File: src/rtl/sample_stream_pkg.sv
// Shared types for the hydrophone sample stream (transmit and receive sides).
package sample_stream_pkg;

  localparam int NUM_CHANNELS    = 4;
  localparam int SAMPLE_WIDTH    = 16;
  localparam int BEATS_PER_FRAME = 2;

  // ch0 occupies the least significant bits.
  typedef struct packed {
    logic [SAMPLE_WIDTH-1:0] ch3;
    logic [SAMPLE_WIDTH-1:0] ch2;
    logic [SAMPLE_WIDTH-1:0] ch1;
    logic [SAMPLE_WIDTH-1:0] ch0;
  } frame_t;

  typedef enum logic [1:0] {
    TX_IDLE  = 2'd0,
    TX_BEAT0 = 2'd1,
    TX_BEAT1 = 2'd2
  } tx_state_t;

  function automatic logic [2*SAMPLE_WIDTH-1:0] beat_word(input frame_t f, input logic second);
    return second ? {f.ch3, f.ch2} : {f.ch1, f.ch0};
  endfunction

endpackage

File: src/rtl/frame_fifo.sv
// Synchronous frame FIFO; pointers carry a wrap bit so full and empty are unambiguous.
module frame_fifo
  import sample_stream_pkg::*;
#(
  parameter int DEPTH = 2
) (
  input  logic                   clk,
  input  logic                   rst_n,
  input  logic                   push,
  input  frame_t                 push_data,
  input  logic                   pop,
  output frame_t                 head,
  output logic                   full,
  output logic                   empty,
  output logic [$clog2(DEPTH):0] count
);

  localparam int AW = $clog2(DEPTH);

  frame_t        mem_q [DEPTH];
  logic [AW:0]   wr_ptr_q, wr_ptr_d;
  logic [AW:0]   rd_ptr_q, rd_ptr_d;
  logic          push_ok, pop_ok;

  assign push_ok = push & ~full;
  assign pop_ok  = pop & ~empty;

  always_comb begin
    wr_ptr_d = wr_ptr_q;
    rd_ptr_d = rd_ptr_q;
    if (push_ok) wr_ptr_d = wr_ptr_q + (AW+1)'(1);
    if (pop_ok)  rd_ptr_d = rd_ptr_q + (AW+1)'(1);
  end

  always_ff @(posedge clk) begin
    if (!rst_n) begin
      wr_ptr_q <= '0;
      rd_ptr_q <= '0;
    end else begin
      wr_ptr_q <= wr_ptr_d;
      rd_ptr_q <= rd_ptr_d;
    end
  end

  // Storage needs no reset: the pointers alone define which entries are live.
  always_ff @(posedge clk) begin
    if (push_ok) mem_q[wr_ptr_q[AW-1:0]] <= push_data;
  end

  assign head  = mem_q[rd_ptr_q[AW-1:0]];
  assign empty = (wr_ptr_q == rd_ptr_q);
  assign full  = (wr_ptr_q[AW] != rd_ptr_q[AW]) && (wr_ptr_q[AW-1:0] == rd_ptr_q[AW-1:0]);
  assign count = wr_ptr_q - rd_ptr_q;

endmodule

File: src/rtl/sample_frame_tx.sv
// Buffers 4-channel sample frames and emits each as two 32-bit AXI4-Stream beats.
module sample_frame_tx
  import sample_stream_pkg::*;
#(
  parameter int C_M_AXIS_TDATA_WIDTH = 32,
  parameter int FIFO_DEPTH           = 2,
  parameter int COUNT_WIDTH          = 32
) (
  input  logic                            m_axis_aclk,
  input  logic                            m_axis_aresetn,
  input  logic                            in_valid,
  output logic                            in_ready,
  input  logic [SAMPLE_WIDTH-1:0]         in_ch0,
  input  logic [SAMPLE_WIDTH-1:0]         in_ch1,
  input  logic [SAMPLE_WIDTH-1:0]         in_ch2,
  input  logic [SAMPLE_WIDTH-1:0]         in_ch3,
  output logic                            m_axis_tvalid,
  input  logic                            m_axis_tready,
  output logic [C_M_AXIS_TDATA_WIDTH-1:0] m_axis_tdata,
  output logic                            m_axis_tlast,
  output logic [COUNT_WIDTH-1:0]          frame_count
);

  localparam int CNT_W = $clog2(FIFO_DEPTH) + 1;

  tx_state_t             state_q, state_d;
  logic [COUNT_WIDTH-1:0] frame_count_q, frame_count_d;
  logic                  ready_en_q;
  frame_t                in_frame, head;
  logic                  fifo_full, fifo_empty;
  logic [CNT_W-1:0]      fifo_count;
  logic                  push, pop;

  assign in_frame = '{ch3: in_ch3, ch2: in_ch2, ch1: in_ch1, ch0: in_ch0};
  assign in_ready = ready_en_q & ~fifo_full;
  assign push     = in_valid & in_ready;
  assign pop      = (state_q == TX_BEAT1) & m_axis_tready;

  frame_fifo #(.DEPTH(FIFO_DEPTH)) u_fifo (
    .clk       (m_axis_aclk),
    .rst_n     (m_axis_aresetn),
    .push      (push),
    .push_data (in_frame),
    .pop       (pop),
    .head      (head),
    .full      (fifo_full),
    .empty     (fifo_empty),
    .count     (fifo_count)
  );

  // Looking at the push lets a frame into an idle block show BEAT0 one edge after acceptance.
  always_comb begin
    state_d       = state_q;
    frame_count_d = frame_count_q;
    case (state_q)
      TX_IDLE:  if (!fifo_empty || push) state_d = TX_BEAT0;
      TX_BEAT0: if (m_axis_tready) state_d = TX_BEAT1;
      TX_BEAT1: if (m_axis_tready) begin
        frame_count_d = frame_count_q + COUNT_WIDTH'(1);
        state_d       = (fifo_count > CNT_W'(1) || push) ? TX_BEAT0 : TX_IDLE;
      end
      default:  state_d = TX_IDLE;
    endcase
  end

  always_ff @(posedge m_axis_aclk) begin
    if (!m_axis_aresetn) begin
      state_q       <= TX_IDLE;
      frame_count_q <= '0;
      ready_en_q    <= 1'b0;
    end else begin
      state_q       <= state_d;
      frame_count_q <= frame_count_d;
      ready_en_q    <= 1'b1;
    end
  end

  // Head only moves on the BEAT1 pop, so beat data is stable under backpressure.
  assign m_axis_tvalid = (state_q != TX_IDLE);
  assign m_axis_tlast  = (state_q == TX_BEAT1);
  assign m_axis_tdata  = m_axis_tvalid ? C_M_AXIS_TDATA_WIDTH'(beat_word(head, m_axis_tlast))
                                       : '0;
  assign frame_count   = frame_count_q;

endmodule
File: config.mk
export PLATFORM = sky130hd
export DESIGN_NAME = sample_frame_tx
export DESIGN_NICKNAME = d
export VERILOG_FILES = /design/src/rtl/sample_stream_pkg.sv /design/src/rtl/frame_fifo.sv /design/src/rtl/sample_frame_tx.sv
export SDC_FILE = /design/constraint.sdc
export NUM_CORES = 1
export LEC_CHECK = 0
export CORE_AREA = 2 2 119 121
export DETAILED_ROUTE_END_ITERATION = 8
export DIE_AREA = 0 0 121 123
export PLACE_DENSITY = 0.81
export SYNTH_ARGS = -nofsm -noshare
export SYNTH_HDL_FRONTEND = slang
export SYNTH_HIERARCHICAL = 1
export SYNTH_SLANG_ARGS = --single-unit
File: constraint.sdc
create_clock -name m_axis_aclk -period 8.9 [get_ports m_axis_aclk]
set_input_delay 2.67 -clock m_axis_aclk [delete_from_list [all_inputs] [get_ports m_axis_aclk]]
set_output_delay 2.67 -clock m_axis_aclk [all_outputs]
set_load 0.02 [all_outputs]
### Word-level counts from Yosys, hierarchy flattened

Memories as Yosys holds them, arrays and structs flattened. A register that Yosys moved wholly into a read port is not among the register bits.
Index checks and enable logic that the tools add are counted.

| word-level totals | value |
|---|---|
| bits in registers | 39 |
| RAM bits | 128 |
| bits of input ports | 68 |
| output and inout bits | 67 |
| memories | 1 |

| operators by class | value |
|---|---|
| $add $sub $neg | 4 |
| magnitude comparators | 1 |
| equality and inequality tests | 8 |
| multiplexer cells | 12 |
| bitwise operators | 7 |
| reduce and logical (&&, ||, !) cells | 8 |

Memories:

| memory | words | bits a word | rd ports | clocked after Yosys merged registers in | write ports | line | source |
|---|---|---|---|---|---|---|---|
| u_fifo.mem_q | 2 | 64 | 1 | 1 | 1 | frame_fifo.sv:20 | `frame_t mem_q [DEPTH];` |

Operator list:

| cell | count |
|---|---|
| 32-bit two-way mux | 2 |
| 32-bit by 1-bit adder with 32-bit output (second input constant) | 1 |
| 1-bit two-way mux | 6 |
| 2-bit two-way mux | 3 |
| 2-bit != test (second input constant) | 3 |
| 2-bit case mux with 3 select lines | 1 |
| 1-bit bitwise AND | 5 |
| 2-bit by 1-bit adder with 2-bit output (second input constant) | 2 |
| 3-bit AND reduction | 1 |
| 2-bit by 1-bit equality test with 1-bit output (second input constant) | 1 |
| 2-bit equality test | 1 |
| 2-bit equality test (second input constant) | 1 |
| 2-bit by 1-bit > comparator with 1-bit output (second input constant) | 1 |
| 2-bit zero test | 1 |
| 1-bit logical OR | 2 |
| 1-bit NOT | 2 |
| 2-bit AND reduction | 1 |
| 2-bit nonzero test | 1 |
| 2-bit subtractor | 1 |
| 1-bit equality test | 1 |
| 1-bit logical AND | 1 |
| 1-bit zero test | 1 |
| 1-bit != test | 1 |

### Longest topological paths before layout

Gate-level depths: netlist (run 1).

| depth | value |
|---|---|
| depth after elaboration | 9 |
| gate-level depth with buffers | 9 |
| mapped depth without buffers | 8 |

### Hierarchy

Netlist (run 1), hierarchy kept.

By module, submodules not included:

| module | instances | cells an instance | area each (µm²) | sequential area each (µm²) |
|---|---|---|---|---|
| frame_fifo | 1 | 238 | 4933.5 | 3943.8 |
| sample_frame_tx | 1 | 232 | 1970.6 | 700.7 |

### Worst setup path before layout (run 1)

OpenSTA, ideal clock, no wires.

| timing path | value |
|---|---|
| kind | input to register |
| from | input port in_valid |
| to | memory u_fifo/mem_q[0][0] (netlist bit) (enable) |
| data arrival time | 7.635 ns |
| path slack | 0.687 ns |
| cell stages on the path | 2 |
| path buffers | 0 |
| cell sequence | and3b_1 > nor3b_1 |

| between the ends | value |
|---|---|
| cells in the longest elaborated chain, start to end | 4 |

RTL lines:

| element | line | source |
|---|---|---|
| start: declaration | sample_frame_tx.sv:11 | `input logic in_valid,` |
| 1-bit bitwise AND | sample_frame_tx.sv:36 | `assign push = in_valid & in_ready;` |
| 1-bit bitwise AND | frame_fifo.sv:25 | `assign push_ok = push & ~full;` |
| 1-bit two-way mux | frame_fifo.sv:47 | `if (push_ok) mem_q[wr_ptr_q[AW-1:0]] <= push_data;` |
| 1-bit two-way mux (implied by the code) | frame_fifo.sv:47 |  |
| end: declaration | frame_fifo.sv:20 |  |

Every way passes these cells.

### Worst setup path in the final report (run 1)

| timing path | value |
|---|---|
| from | register state_q[0] |
| to | output port m_axis_tdata[23] |

| between the ends | value |
|---|---|
| cells in the longest elaborated chain, start to end | 3 |
| elaborated cells between the ends (all ways) | 4 |
| classes of those cells | 1 x eq/ne; 2 x mux; 1 x reduce/logical |

RTL lines:

| element | line | source |
|---|---|---|
| start: declaration | sample_frame_tx.sv:26 | `tx_state_t state_q, state_d;` |
| start signal: assignment | sample_frame_tx.sv:72 | `state_q <= state_d;` |
| 2-bit equality test | sample_frame_tx.sv:80 | `assign m_axis_tlast = (state_q == TX_BEAT1);` |
| 32-bit two-way mux | sample_stream_pkg.sv:23 | `return second ? {f.ch3, f.ch2} : {f.ch1, f.ch0};` |
| 32-bit two-way mux * | sample_frame_tx.sv:81 | `assign m_axis_tdata = m_axis_tvalid ? C_M_AXIS_TDATA_WIDTH'(beat_word(head, m_axis_tlast))` |
| end: declaration | sample_frame_tx.sv:19 | `output logic [C_M_AXIS_TDATA_WIDTH-1:0] m_axis_tdata,` |

Mark *: on every way between the ends. The rest lies on a longest branch, timed or not.

==> results of run 1 <==
metal layers:
| metal | GRT usage | up-vias | wire length, microns |
|---|---|---|---|
| li1 | - | 2104 | - |
| met1 | 0.2412 | 2210 | 6097 |
| met2 | 0.3473 | 133 | 7326 |
| met3 | 0.06688 | 17 | 1058 |
| met4 | 0.07122 | 0 | 177 |
| met5 | 0 | - | 0 |
through the flow:
step	total power, W	utilization	cells
floorplan	0.001049	-	470
global placement	0.001148	0.6169	761
finish	0.001823	0.6578	793
detailed placement	0.001155	0.6169	761
CTS	0.001839	0.6578	793
global route	0.001887	0.6578	793
cell type report:
cell class / count / share of cell area
clock buffer: 29 / 0.06079
sequential: 168 / 0.5190
tap: 180 / 0.02515
multi-input combinational: 268 / 0.2380
timing repair buffer: 137 / 0.1523
clock inverter: 3 / 0.001397
inverter: 8 / 0.003354
cells in the mapped netlist, types with 3 or more instances:
master / number
a21oi_1: 23
a22o_1: 32
and2_1: 3
and4_1: 5
buf_2: 8
clkbuf_1: 15
dfxtp_1: 40
edfxtp_1: 128
inv_1: 5
mux2_2: 64
nand2_1: 17
nand3_1: 12
nand3b_1: 3
nand4_1: 10
nor2_1: 16
nor3_1: 3
o21ai_0: 6
o31ai_1: 15
or3_1: 6
or4_1: 15
xnor2_1: 7
xor2_1: 5
worst paths after layout:
check	startpoint	to	slack [ns]	depth (start not counted)
max	state_q[0]	m_axis_tdata[23]	3.42	3
min	frame_count[31]	frame_count[31]	0.49	2
max reg2reg	u_fifo/wr_ptr_q[0]	u_fifo/mem_q[1][10]	5.92	8
min reg2reg	frame_count[31]	frame_count[31]	0.49	2
layout by cell type, fill, tap and decap left out, types with 3 or more instances in the layout:
| cell type | Yosys | final |
|---|---|---|
| edfxtp_1 | 128 | 128 |
| a21oi_1 | 23 | 23 |
| nor3_1 | 3 | 3 |
| and2_1 | 3 | 3 |
| inv_1 | 5 | 5 |
| clkdlybuf4s50_1 | 0 | 134 |
| nand4_1 | 10 | 10 |
| and4_1 | 5 | 5 |
| clkbuf_16 | 0 | 20 |
| nand3_1 | 12 | 12 |
| dfxtp_1 | 40 | 38 |
| nand2_1 | 17 | 17 |
| nor2_1 | 16 | 15 |
| clkinv_1 | 2 | 4 |
| a22o_1 | 32 | 32 |
| or3_1 | 6 | 6 |
| nand3b_1 | 3 | 3 |
| mux2_2 | 64 | 64 |
| xnor2_1 | 7 | 7 |
| clkbuf_1 | 15 | 8 |
| o31ai_1 | 15 | 15 |
| or4_1 | 15 | 15 |
| xor2_1 | 5 | 5 |
| o21ai_0 | 6 | 6 |
| buf_4 | 1 | 3 |
kinds of logic (layout without fill, tap and decap cells):
logic type | Yosys count | in the layout | synth area share
adder cells (fa/ha/maj) | 2 | 2 | 0.003624
AO/OA/AOI/OAI | 83 | 83 | 0.08608
buffers and inverters | 34 | 177 | 0.02157
XOR/XNOR | 13 | 13 | 0.01758
AND/OR/NAND/NOR | 103 | 103 | 0.08898
flip-flops | 168 | 168 | 0.6727
multiplexers | 67 | 67 | 0.1095
sequential cells by signal, summed over array words and instances (netlist names), named ones only:
name and count:
frame_count 32, ready_en_q 1, state_q 2, u_fifo/rd_ptr_q 2, u_fifo/mem_q 128, u_fifo/wr_ptr_q 2
worst reg2reg max path, delay by kind of cell, from the launching register on:
kind	cells	cell delay [ns]
adders and majority gates	1	0.43
buffers and inverters	3	0.88
DFF	1	0.43
and+or+nand+nor	4	0.82
power breakdown:
group	internal, W	switching, W
clock network	0.000413	0.000273
registers	0.000880	0.0000220
logic	0.000124	0.000111
total	0.00142	0.000406
==> impl_metrics.prom, run 1 <==
# TYPE chip_impl_metric gauge
chip_impl_metric{name="crit_path_max_fanout",unit=""} 37
chip_impl_info{name="startpoint_type",value="register"} 1
chip_impl_info{name="synth_top_area_cell",value="edfxtp_1"} 1
chip_impl_metric{name="min_period_over_period",unit=""} 0.6157
chip_impl_metric{name="grt_antenna_before_repair",unit=""} 0
chip_impl_metric{name="multi_input_comb_area",unit="sq mm"} 0.002131
chip_impl_metric{name="max_slew_margin",unit=""} 0.3447
chip_impl_info{name="ys_top_cells_by_area",value="edfxtp_1 56%, dfxtp_1 12%, mux2_2 10%"} 1
chip_impl_metric{name="via_per_inst",unit=""} 5.629
chip_impl_metric{name="clock-skew-final",unit="ns"} 0.007350
chip_impl_metric{name="cts.hold.buffers_added",unit=""} 0
chip_impl_metric{name="fin_hold_ws",unit="ns"} 0.4886
chip_impl_metric{name="synth_warnings",unit=""} 6
chip_impl_metric{name="setup-violations-final",unit=""} 0
chip_impl_metric{name="synth_async_sr_flop_share",unit=""} 0
chip_impl_metric{name="total_routed_length",unit="mm"} 14.66
chip_impl_metric{name="max-vdd-ir-drop",unit="mV"} 0.1194
chip_impl_info{name="critical_path.top_delay_family",value="simple AND/OR/NAND/NOR gates"} 1
chip_impl_info{name="result_of_the_run",value="complete, no violations"} 1
chip_impl_metric{name="synthDominantCellAreaShare",unit=""} 0.5567
chip_impl_metric{name="numCtsBuffers",unit=""} 17
chip_impl_metric{name="cts-root-to-sink-buffers",unit=""} 2
chip_impl_metric{name="ys_seq_area_frac",unit=""} 0.6727
chip_impl_metric{name="synth_edf_count",unit=""} 128
chip_impl_metric{name="layout.filler_cells",unit=""} 991
chip_impl_metric{name="first_pass_iters",unit=""} 6
chip_impl_metric{name="drt_iter0_markers",unit=""} 295
chip_impl_metric{name="clock_latency",unit="ns"} 0.42
chip_impl_metric{name="tritoncts_num_sinks",unit=""} 168
chip_impl_metric{name="port_buffers",unit=""} 134
chip_impl_metric{name="timing.final.ws_setup",unit="ns"} 3.420
chip_impl_info{name="critPathCaptureType",value="output port"} 1
chip_impl_info{name="primary_ff_master_synth",value="edfxtp_1"} 1
chip_impl_metric{name="net_count_after_synthesis",unit=""} 540
chip_impl_metric{name="cts_htree_levels",unit=""} 4
chip_impl_info{name="cp_cell_sequence",value="nor2b_4 -> a22o_1 -> clkdlybuf4s50_1"} 1
chip_impl_metric{name="cts_post_setup_buffers_inserted",unit=""} 0
chip_impl_metric{name="layout.nets",unit=""} 670
chip_impl_metric{name="routability_cong",unit=""} 0.8181
chip_impl_metric{name="io_pins",unit=""} 135
chip_impl_metric{name="layout-drive-gt1-share",unit=""} 0.1648
chip_impl_metric{name="clkTransAtPathRegs",unit="ns"} 0.06
chip_impl_metric{name="die_outline_area",unit="sq mm"} 0.01488
chip_impl_metric{name="fmaxAchievable",unit="MHz"} 182.5
chip_impl_metric{name="grt_remaining_overflow",unit=""} 0
chip_impl_metric{name="final_hold_viol_count",unit=""} 0
chip_impl_metric{name="final_cell_area",unit="sq mm"} 0.008954
chip_impl_metric{name="timing.critical_path.required",unit="ns"} 6.23
chip_impl_metric{name="detail_route.drc_violations",unit=""} 0
chip_impl_metric{name="area_growth_syn_to_layout",unit="%"} 29.68
chip_impl_metric{name="initial_utilization",unit=""} 0.5072
chip_impl_metric{name="drt.antenna.violating_nets",unit=""} 0
chip_impl_metric{name="power.density_cell_area",unit="mW/mm^2"} 203.6
chip_impl_metric{name="post_synth_inst_count",unit=""} 470
chip_impl_metric{name="worstMarginPinSlew",unit="ns"} 0.9808
chip_impl_metric{name="drv_slew",unit=""} 0
chip_impl_metric{name="fin_tns_setup",unit="ns"} 0
chip_impl_metric{name="core_area",unit="sq mm"} 0.01361
chip_impl_metric{name="pre_cts_ws",unit="ns"} 3.771
chip_impl_metric{name="total_leakage_power",unit="nW"} 2.914
chip_impl_info{name="cts_tree",value="yes"} 1
chip_impl_metric{name="cpPeakStageDelay",unit="ns"} 0.88
chip_impl_metric{name="ff_latch_area",unit="sq mm"} 0.004647
chip_impl_metric{name="avgRoutedWirePerCell",unit="microns"} 18.48
chip_impl_info{name="cp_slowest_cell",value="nor2b_4"} 1
chip_impl_metric{name="cts.repair.resized",unit=""} 0
chip_impl_metric{name="yosysUniqueCellTypes",unit=""} 46
chip_impl_metric{name="dp.final_hpwl",unit="mm"} 8.936
chip_impl_metric{name="avgSynthCellArea",unit="sq um"} 14.69
chip_impl_metric{name="global_route.usage.total",unit=""} 0.2030
chip_impl_info{name="critical_path_class",value="register to output port"} 1
chip_impl_metric{name="netlist_area_before_placement",unit="sq mm"} 0.006904
chip_impl_metric{name="via_count",unit=""} 4464
chip_impl_metric{name="fp-row-count",unit=""} 43
chip_impl_metric{name="first_global_vias",unit=""} 4523
chip_impl_info{name="cell_at_the_root_of_the_clock_tree",value="clkbuf_16"} 1
chip_impl_metric{name="worstPathBufferInverterCount",unit=""} 1
chip_impl_info{name="timing.hold.worst.class",value="register to register"} 1
chip_impl_metric{name="dieWidth",unit="microns"} 121
chip_impl_metric{name="diode_count",unit=""} 0
chip_impl_metric{name="critical_path_arrival",unit="ns"} 2.81
chip_impl_metric{name="final_period_minus_worst_setup_slack",unit="ns"} 5.480
chip_impl_metric{name="postPlaceCellArea",unit="sq mm"} 0.008397
chip_impl_metric{name="die_height",unit="microns"} 123
chip_impl_metric{name="grt_pass1_wl",unit="mm"} 22.85
chip_impl_metric{name="grt_max_degree",unit=""} 65
chip_impl_metric{name="ys_seq_elements",unit=""} 168
chip_impl_metric{name="max-cap-violations",unit=""} 0
chip_impl_info{name="setup_repair_after_global_routing_missed_its_margin",value="false"} 1
(Power assumes the default switching activity.)
==> run 2: changes to the inputs <==
Settings changed: CORE_AREA 2 2 119 121 to 2 2 125 127, DIE_AREA 0 0 121 123 to 0 0 127 129, PLACE_DENSITY 0.81 to 0.77.
Clock period 8.9 ns to 4.92 ns, I/O delays scaled along.
==> impl_metrics.prom, run 2 (synthesized netlist as in run 1, its figures left out) <==
# TYPE chip_impl_metric gauge
chip_impl_info{name="result_of_the_run",value="complete, no violations"} 1
chip_impl_metric{name="final_cells",unit=""} 804
chip_impl_metric{name="initial_utilization",unit=""} 0.4610
chip_impl_info{name="mostFrequentLayoutCells",value="134 x clkdlybuf4s50_1, 128 x edfxtp_1, 64 x mux2_2"} 1
chip_impl_metric{name="detail_route.drc_violations",unit=""} 0
chip_impl_metric{name="total_routed_length",unit="mm"} 14.75
chip_impl_metric{name="timing.reg2reg.setup_slack",unit="ns"} 1.94
chip_impl_metric{name="drt.antenna.violating_nets",unit=""} 0
chip_impl_info{name="cts_tree",value="yes"} 1
chip_impl_info{name="setup_repair_after_global_routing_missed_its_margin",value="false"} 1
chip_impl_info{name="layout.cells.most_common",value="clkdlybuf4s50_1"} 1
chip_impl_info{name="startpoint_type",value="register"} 1
chip_impl_metric{name="avgRoutedWirePerCell",unit="microns"} 18.34
chip_impl_metric{name="dpl.cell_count",unit=""} 772
chip_impl_metric{name="worstMarginPinSlew",unit="ns"} 0.8991
chip_impl_metric{name="drv_slew",unit=""} 0
chip_impl_metric{name="die_outline_area",unit="sq mm"} 0.01638
chip_impl_metric{name="met3_length",unit="microns"} 943
chip_impl_metric{name="first_pass_iters",unit=""} 4
chip_impl_metric{name="post-route-util",unit=""} 0.6059
chip_impl_metric{name="total_power",unit="W"} 0.003481
chip_impl_metric{name="layout.nets",unit=""} 673
chip_impl_metric{name="total_leakage_power",unit="nW"} 2.957
chip_impl_metric{name="grt_antenna_before_repair",unit=""} 0
chip_impl_info{name="routed.top_layer",value="met4"} 1
chip_impl_metric{name="worstPathBufferInverterCount",unit=""} 3
chip_impl_metric{name="drt_iter0_markers",unit=""} 256
chip_impl_info{name="critPathCaptureType",value="output port"} 1
chip_impl_metric{name="grt_max_degree",unit=""} 65
chip_impl_metric{name="cts-root-to-sink-buffers",unit=""} 2
chip_impl_metric{name="met2RoutedLength",unit="mm"} 7.307
chip_impl_metric{name="timing.critical_path.required",unit="ns"} 3.44
chip_impl_metric{name="clkTransAtPathRegs",unit="ns"} 0.07
chip_impl_metric{name="fp-row-count",unit=""} 45
chip_impl_metric{name="final_period_minus_worst_setup_slack",unit="ns"} 4.103
chip_impl_metric{name="tritoncts_num_sinks",unit=""} 168
chip_impl_metric{name="met1_length",unit="mm"} 6.231
chip_impl_metric{name="max_slew_margin",unit=""} 0.4006
chip_impl_metric{name="crit_path_max_fanout",unit=""} 10
chip_impl_metric{name="via_per_inst",unit=""} 5.644
chip_impl_metric{name="setup-violations-final",unit=""} 0
chip_impl_info{name="cell_at_the_root_of_the_clock_tree",value="clkbuf_16"} 1
chip_impl_info{name="critical_path.top_delay_family",value="buffers and inverters"} 1
chip_impl_info{name="critical_path_class",value="register to output port"} 1
chip_impl_metric{name="die_height",unit="microns"} 129
chip_impl_metric{name="power.density_cell_area",unit="mW/mm^2"} 383.6
chip_impl_metric{name="layout.filler_cells",unit=""} 1160
chip_impl_metric{name="clock-skew-final",unit="ns"} 0.008715
chip_impl_metric{name="final_hold_viol_count",unit=""} 0
chip_impl_metric{name="fmaxAchievable",unit="MHz"} 243.7
chip_impl_metric{name="min_period_over_period",unit=""} 0.8340
chip_impl_metric{name="area_growth_syn_to_layout",unit="%"} 31.44
chip_impl_metric{name="cts.hold.buffers_added",unit=""} 0
chip_impl_metric{name="max-vdd-ir-drop",unit="mV"} 0.2419
chip_impl_metric{name="critical_path_arrival",unit="ns"} 2.63
chip_impl_metric{name="dp.final_hpwl",unit="mm"} 9.089
chip_impl_metric{name="port_buffers",unit=""} 134
chip_impl_metric{name="numCtsBuffers",unit=""} 17
chip_impl_metric{name="global_route.usage.total",unit=""} 0.1846
chip_impl_metric{name="layout-drive-gt1-share",unit=""} 0.1786
chip_impl_metric{name="routability_cong",unit=""} 0.7862
chip_impl_metric{name="via_count",unit=""} 4538
chip_impl_metric{name="first_global_vias",unit=""} 4670
chip_impl_metric{name="cts_htree_levels",unit=""} 4
chip_impl_metric{name="multi_input_comb_area",unit="sq mm"} 0.002132
chip_impl_metric{name="dieWidth",unit="microns"} 127
chip_impl_metric{name="ff_latch_area",unit="sq mm"} 0.004646
chip_impl_metric{name="io_pins",unit=""} 135
chip_impl_metric{name="cts_post_setup_buffers_inserted",unit=""} 0
chip_impl_info{name="cp_cell_sequence",value="inv_1 -> ha_1 -> inv_2 -> nor2_1 -> nor2b_1 -> clkdlybuf4s50_1"} 1
chip_impl_metric{name="clock_latency",unit="ns"} 0.43
chip_impl_metric{name="largest_register_ff_count",unit=""} 128
chip_impl_info{name="cp_slowest_cell",value="clkdlybuf4s50_1"} 1
chip_impl_metric{name="fin_tns_setup",unit="ns"} 0
chip_impl_metric{name="core_area",unit="sq mm"} 0.01498
chip_impl_metric{name="grt_pass1_wl",unit="mm"} 23.41
chip_impl_metric{name="cts.repair.resized",unit=""} 0
chip_impl_info{name="timing.hold.worst.class",value="register to register"} 1
chip_impl_metric{name="grt_remaining_overflow",unit=""} 0
chip_impl_metric{name="max-cap-violations",unit=""} 0
chip_impl_metric{name="diode_count",unit=""} 0
chip_impl_metric{name="cpPeakStageDelay",unit="ns"} 0.56
==> run 2: metrics by stage <==
stage	cell area [sq um]	setup WS, ns	hold slack, ns
2_1_floorplan	6912	0.1963	0.5077
3_3_place_gp	8442	1.179	0.4861
3_5_place_dp	8442	1.065	0.4867
4_1_cts	9075	0.7972	0.5009
5_1_grt	9075	0.6905	0.5332
6_report	9075	0.8168	0.5026
==> run 2: worst paths after layout <==
kind	from	to	cells past startpoint
max	u_fifo/wr_ptr_q[0]	in_ready	6
min	frame_count[31]	frame_count[31]	2
max reg2reg	u_fifo/wr_ptr_q[0]	u_fifo/mem_q[1][19]	8
min reg2reg	frame_count[31]	frame_count[31]	2
==> run 2: worst register-to-register path, cell delays in order (launching register included) <==
cell and delay, ns:
dfxtp_1 0.44, inv_1 0.09, ha_1 0.44, inv_2 0.10
nor2_1 0.13, and3b_1 0.38, nand2_1 0.17, nor2_4 0.11
buf_4 0.68
==> run 2: power by group <==
group / switching (W) / total, W / leakage [nW] / internal [W]
combinational: 0.000223 / 0.000452 / 1.16 / 0.000229
sequential: 0.0000182 / 0.00161 / 1.50 / 0.00159
clock: 0.000525 / 0.00142 / 0.297 / 0.000894
total: 0.000766 / 0.00348 / 2.96 / 0.00271
==> run 2: layout make-up <==
cell class	instances	share of cell area
clock buffers	18	0.04729
clock inverters	14	0.02247
inverters	8	0.003309
multi-input cells	268	0.2349
flip-flops and latches	168	0.5119
well taps	188	0.02592
repair buffers	140	0.1541
==> run 2: metal layers <==
metal	track usage	vias up
met1	0.2233	2264
met3	0.05031	22
met5	0	-
met2	0.3172	142
met4	0.07175	0
li1	-	2110
